$ cat src/rtl/cdb_pkg.sv
// Shared common-data-bus types and constants for the Tomasulo core.
// Consumers (reservation stations, register status, tag FIFOs) reuse cdb_bus_t.
package cdb_pkg;

   localparam int CDB_TAG_W  = 4;
   localparam int CDB_DATA_W = 32;

   localparam logic [CDB_TAG_W-1:0] NO_TAG = '0;

   typedef struct packed {
      logic                  valid;
      logic [CDB_TAG_W-1:0]  tag;
      logic [CDB_DATA_W-1:0] data;
   } cdb_bus_t;

   // Index width for an N-entry requester vector, never narrower than one bit.
   function automatic int ptr_width(input int n);
      return (n > 1) ? $clog2(n) : 1;
   endfunction

endpackage

$ cat src/rtl/cdb_arbiter_rr_picker.sv
// Combinational round-robin picker: first set request at or after ptr, wrapping.
// Produces a one-hot grant and its encoded index; all-zero grant when disabled.
module rr_picker
   import cdb_pkg::*;
#(
   parameter int NUM_REQ = 4,
   parameter int PW      = ptr_width(NUM_REQ)
) (
   input  logic [NUM_REQ-1:0] req,
   input  logic [PW-1:0]      ptr,
   input  logic               en,
   output logic [NUM_REQ-1:0] grant,
   output logic [PW-1:0]      idx
);

   int          k;
   logic [PW-1:0] kk;
   logic        found;

   always_comb begin
      grant = '0;
      idx   = '0;
      found = 1'b0;
      k     = 0;
      kk    = '0;
      if (en) begin
         for (int i = 0; i < NUM_REQ; i++) begin
            k  = (int'(ptr) + i) % NUM_REQ;
            kk = PW'(k);
            if (!found && req[kk]) begin
               found     = 1'b1;
               grant[kk] = 1'b1;
               idx       = kk;
            end
         end
      end
   end

endmodule

$ cat src/rtl/cdb_arbiter.sv
// CDB arbiter: one round-robin grant per cycle, registered broadcast one cycle later.
// Optional macro CDB_PRIO_EN: requester 0 (load unit) overrides round-robin without moving the pointer.
module cdb_arbiter
   import cdb_pkg::*;
#(
   parameter int NUM_REQ    = 4,
   parameter int TAG_WIDTH  = CDB_TAG_W,
   parameter int DATA_WIDTH = CDB_DATA_W
) (
   input  logic                          clk,
   input  logic                          reset,
   input  logic [NUM_REQ-1:0]            req_valid,
   input  logic [NUM_REQ*TAG_WIDTH-1:0]  req_tag,
   input  logic [NUM_REQ*DATA_WIDTH-1:0] req_data,
   output logic [NUM_REQ-1:0]            req_ready,
   input  logic                          cdb_stall,
   input  logic                          flush,
   output logic                          cdb_valid,
   output logic [TAG_WIDTH-1:0]          cdb_tag,
   output logic [DATA_WIDTH-1:0]         cdb_data
);

   localparam int PW = ptr_width(NUM_REQ);

   logic [PW-1:0]         rr_ptr;
   logic [PW-1:0]         next_ptr;
   logic                  grant_en;
   logic [NUM_REQ-1:0]    rr_grant;
   logic [PW-1:0]         rr_idx;
   logic [NUM_REQ-1:0]    grant;
   logic [PW-1:0]         win;
   logic                  any_grant;
   logic                  move_ptr;
   logic [TAG_WIDTH-1:0]  sel_tag;
   logic [DATA_WIDTH-1:0] sel_data;
   cdb_bus_t              cdb_q;

   // Reset is folded in so req_ready is quiet while reset is held.
   assign grant_en = !reset && !cdb_stall && !flush;

   rr_picker #(
      .NUM_REQ (NUM_REQ),
      .PW      (PW)
   ) u_rr_picker (
      .req   (req_valid),
      .ptr   (rr_ptr),
      .en    (grant_en),
      .grant (rr_grant),
      .idx   (rr_idx)
   );

   always_comb begin
      grant    = rr_grant;
      win      = rr_idx;
      move_ptr = 1'b1;
`ifdef CDB_PRIO_EN
      if (grant_en && req_valid[0]) begin
         grant    = '0;
         grant[0] = 1'b1;
         win      = '0;
         move_ptr = 1'b0;
      end
`endif
   end

   assign any_grant = |grant;
   assign req_ready = grant;
   assign next_ptr  = (win == PW'(NUM_REQ - 1)) ? '0 : win + PW'(1);

   // grant is one-hot, so an OR-reduction mux is enough.
   always_comb begin
      sel_tag  = '0;
      sel_data = '0;
      for (int i = 0; i < NUM_REQ; i++) begin
         if (grant[i]) begin
            sel_tag  = sel_tag  | req_tag[i*TAG_WIDTH +: TAG_WIDTH];
            sel_data = sel_data | req_data[i*DATA_WIDTH +: DATA_WIDTH];
         end
      end
   end

   always_ff @(posedge clk or posedge reset) begin
      if (reset) begin
         rr_ptr     <= '0;
         cdb_q.valid <= 1'b0;
         cdb_q.tag   <= NO_TAG;
         cdb_q.data  <= '0;
      end else if (flush) begin
         rr_ptr      <= '0;
         cdb_q.valid <= 1'b0;
      end else if (any_grant) begin
         if (move_ptr) rr_ptr <= next_ptr;
         cdb_q.valid <= 1'b1;
         cdb_q.tag   <= CDB_TAG_W'(sel_tag);
         cdb_q.data  <= CDB_DATA_W'(sel_data);
      end else begin
         // Tag and data hold; they are don't-care while valid is low.
         cdb_q.valid <= 1'b0;
      end
   end

   assign cdb_valid = cdb_q.valid;
   assign cdb_tag   = TAG_WIDTH'(cdb_q.tag);
   assign cdb_data  = DATA_WIDTH'(cdb_q.data);

endmodule

$ cat config.mk
export PLATFORM = sky130hd
export DESIGN_NAME = cdb_arbiter
export DESIGN_NICKNAME = d
export VERILOG_FILES = /design/src/rtl/cdb_pkg.sv /design/src/rtl/cdb_arbiter_rr_picker.sv /design/src/rtl/cdb_arbiter.sv
export SDC_FILE = /design/constraint.sdc
export NUM_CORES = 1
export LEC_CHECK = 0
export ABC_AREA = 1
export CAP_MARGIN = 10
export CORE_MARGIN = 2
export CORE_UTILIZATION = 25
export CTS_BUF_LIST = sky130_fd_sc_hd__clkbuf_4
export DETAILED_ROUTE_END_ITERATION = 8
export PLACE_DENSITY_LB_ADDON = 0.1
export SLEW_MARGIN = 10
export SYNTH_ARGS = -nofsm -noshare
export SYNTH_HDL_FRONTEND = slang
export SYNTH_SLANG_ARGS = --single-unit
$ cat constraint.sdc
create_clock -name clk -period 3.3 [get_ports clk]
set_input_delay 0.99 -clock clk [delete_from_list [all_inputs] [get_ports clk]]
set_output_delay 0.99 -clock clk [all_outputs]
set_load 0.02 [all_outputs]
==> flow_metrics.py <==
metrics = {
    "synth": {
        "synth-xor-area-share_pct": 0,
        "yosysWarnings": 0,
        "synth_area_leader_cell": "nand2_1",
        "ys_types": 23,
        "ys_ff_latch": 39,
        "muxShareOfSynthArea_pct": 0,
        "syn_nets": 654,
        "synth_top_area_share_pct": 41.2,
        "synth_top_family_by_area": "simple AND/OR/NAND/NOR gates",
        "synth_compound_area_share_pct": 2.03,
        "netlist_instances": 494,
        "yosys.area_share.simple_pct": 54.3,
        "synthTopCellsByArea": "nand2_1, dfrtp_1, nand3_1",
        "syn_area_sq_um": 2950,
        "avgSynthCellArea_sq_um": 5.98,
        "synthAdderAreaFrac_pct": 3.39,
        "ys_seq_area_share_pct": 33.0,
    },
    "routing": {
        "wirelength_mm": 11.3,
        "vias": 3688,
        "drt_iter0_drc": 113,
        "antenna_left": 0,
        "vias_per_cell": 4.36,
        "drt_pass1_iterations": 4,
        "wire_per_inst_um": 13.4,
        "drc": 0,
    },
    "finish": {
        "fillers": 1201,
        "final_cell_mix": "nand2_1, clkdlybuf4s50_1, dfrtp_1",
        "area_delta_synth_final_pct": 79.2,
        "regArea_sq_um": 976,
        "drive_gt1_share_pct": 10.7,
        "nNetsFinal": 862,
        "layout_commonest_cell": "nand2_1",
        "final_cell_count_no_fill": 846,
        "diodes": 0,
        "multi_input_area_sq_um": 1860,
    },
    "worst_setup_path": {
        "path_class": "in2out",
        "cp.arrival_ns": 2.25,
        "worst_setup_path_start_kind": "input port",
        "worstPathRequired_ns": 2.31,
        "cp_max_fo": 5,
        "crit_path_end_kind": "output port",
    },
    "clocking": {
        "path_clk_slew_ns": 0.12,
        "clk_latency_ns": 0.34,
        "ctsHoldBuffers": 0,
        "tritoncts": "built",
        "cts_max_level": 2,
        "cts.root.buffer_cell": "clkbuf_4",
        "cts_num_sinks": 39,
        "cts_buffers": 5,
        "clockBufferDepth": 2,
    },
    "power": {
        "power_density_nw_per_um2": 566,
        "vdd_drop_max_mv": 0.254,
        "power_uw": 3000,
        "p_leak_uw": 0.00274,
    },
    "sta": {
        "slew_headroom_pct": 69.3,
        "fin_hold_ws_ns": 0.491,
        "fmax_mhz": 308,
        "post-route-period-util_pct": 98.3,
        "fin_skew_ns": 0.0121,
        "drv_slew": 0,
        "final_hold_viol_count": 0,
        "fin_crit_ns": 3.24,
        "tightestPinTransition_ns": 0.461,
        "setup_viol": 0,
    },
    "die": {
        "die_w_um": 113,
        "start_util_pct": 25.8,
        "ios": 193,
        "die_h_um": 113,
        "fp-row-count": 39,
        "die_area_sq_um": 12700,
        "core-area_sq_um": 11500,
    },
    "run_status": {
        "status": "complete, no violations",
    },
    "global_routing": {
        "grt-ovfl-total": 0,
        "grt_max_degree": 37,
        "antenna_found_initial": 0,
        "grt_pass1_wl_mm": 17.9,
        "grt_pass1_vias": 3653,
        "grtUsageTotal_pct": 17.3,
    },
    "hold_path": {
        "hold_path_class": "reg2reg",
    },
    "flow_run": {
        "max-cap-violations": 0,
    },
    "placed_design": {
        "place_inst": 833,
        "finalWeightedCongestion": 0.863,
        "hpwl_mm": 8.34,
        "port_buffers": 192,
    },
}
[timing repair]
action / 4_1_cts / 5_1_grt
resized for setup: 31 / 22
gates cloned: 1 / 0
setup endpoints to repair: 4 / 4
buffers inserted: 1 / 3
pin swaps: 8 / 8
[area by class of cell]
| cell class | instances | share of cell area [%] |
|---|---|---|
| timing repair buffer | 217 | 40.0 |
| multi-input combinational | 419 | 35.2 |
| sequential | 39 | 18.4 |
| tap | 143 | 3.38 |
| inverter | 20 | 1.61 |
| clock inverter | 3 | 0.733 |
| clock buffer | 5 | 0.709 |
[critical path, stage by stage]
cell           delay [ns]
dlygate4sd2_1        0.25
inv_2                0.06
nand2_2              0.07
nand3_4              0.13
nand2_8              0.09
nor2_4               0.18
nand3_2              0.13
nand3_2              0.10
nand2_2              0.07
inv_2                0.07
buf_6                0.12
[sequential cells by signal (all words and copies together) (netlist names)]
| name | cells |
|---|---|
| cdb_tag | 4 |
| cdb_data | 32 |
| cdb_valid | 1 |
| rr_ptr | 2 |
[path summary, 6_finish.rpt]
kind,slack [ns],depth (start not counted),end,from
min in group asynchronous,1.07,3,cdb_data[5]$_DFFE_PP0P_,reset
max,0.06,11,req_ready[3],req_valid[3]
max reg2reg,0.88,15,cdb_data[11]$_DFFE_PP0P_,rr_ptr[0]$_DFFE_PP0P_
max in group asynchronous,1.72,4,cdb_data[21]$_DFFE_PP0P_,reset
min reg2reg,0.49,2,cdb_data[5]$_DFFE_PP0P_,cdb_data[5]$_DFFE_PP0P_
min,0.49,2,cdb_data[5]$_DFFE_PP0P_,cdb_data[5]$_DFFE_PP0P_
[metal layers]
metal / part of all wire, % / vias up / track usage [%]
met5: 0 / - / 0
met4: 1.6 / 0 / 4.15
met3: 6.1 / 12 / 3.00
met2: 49 / 133 / 30.8
met1: 43 / 1626 / 21.7
li1: - / 1917 / -
[cells in the mapped netlist]
cell,instances
nor2_8,1
nand3_4,1
nand2_2,4
inv_2,5
clkinv_2,1
o211ai_1,1
nand4_1,1
a21boi_1,1
inv_6,1
nand3_1,28
nand2_1,324
ha_1,8
nor3_1,1
a21boi_0,4
buf_6,4
inv_1,13
dfrtp_1,39
a21oi_1,3
nor2_1,37
buf_4,9
nand2_4,2
buf_2,4
nor2_2,2
[power breakdown]
| group | internal [uW] | switching [uW] | total, uW |
|---|---|---|---|
| combinational | 874 | 1000 | 1880 |
| clock | 156 | 158 | 314 |
| sequential | 692 | 114 | 806 |
[cell families after synthesis]
| logic type | after synthesis |
|---|---|
| flip-flops | 39 |
| AO/OA/AOI/OAI | 9 |
| adder cells (fa/ha/maj) | 8 |
| buffers and inverters | 37 |
| AND/OR/NAND/NOR | 401 |
[through the flow]
step | setup TNS, ns | instance area [sq um] | setup WS (ns) | util (%)
global route | -0.0168 | 5300 | -0.0103 | 46.2
detailed placement | -2.61 | 5100 | -0.671 | 44.5
finish | 0 | 5300 | 0.0564 | 46.2
global placement | -2.34 | 5100 | -0.609 | 44.5
floorplan | 0 | 2950 | 0.242 | -
CTS | 0 | 5210 | 0.0217 | 45.4
(Power assumes the default switching activity.)
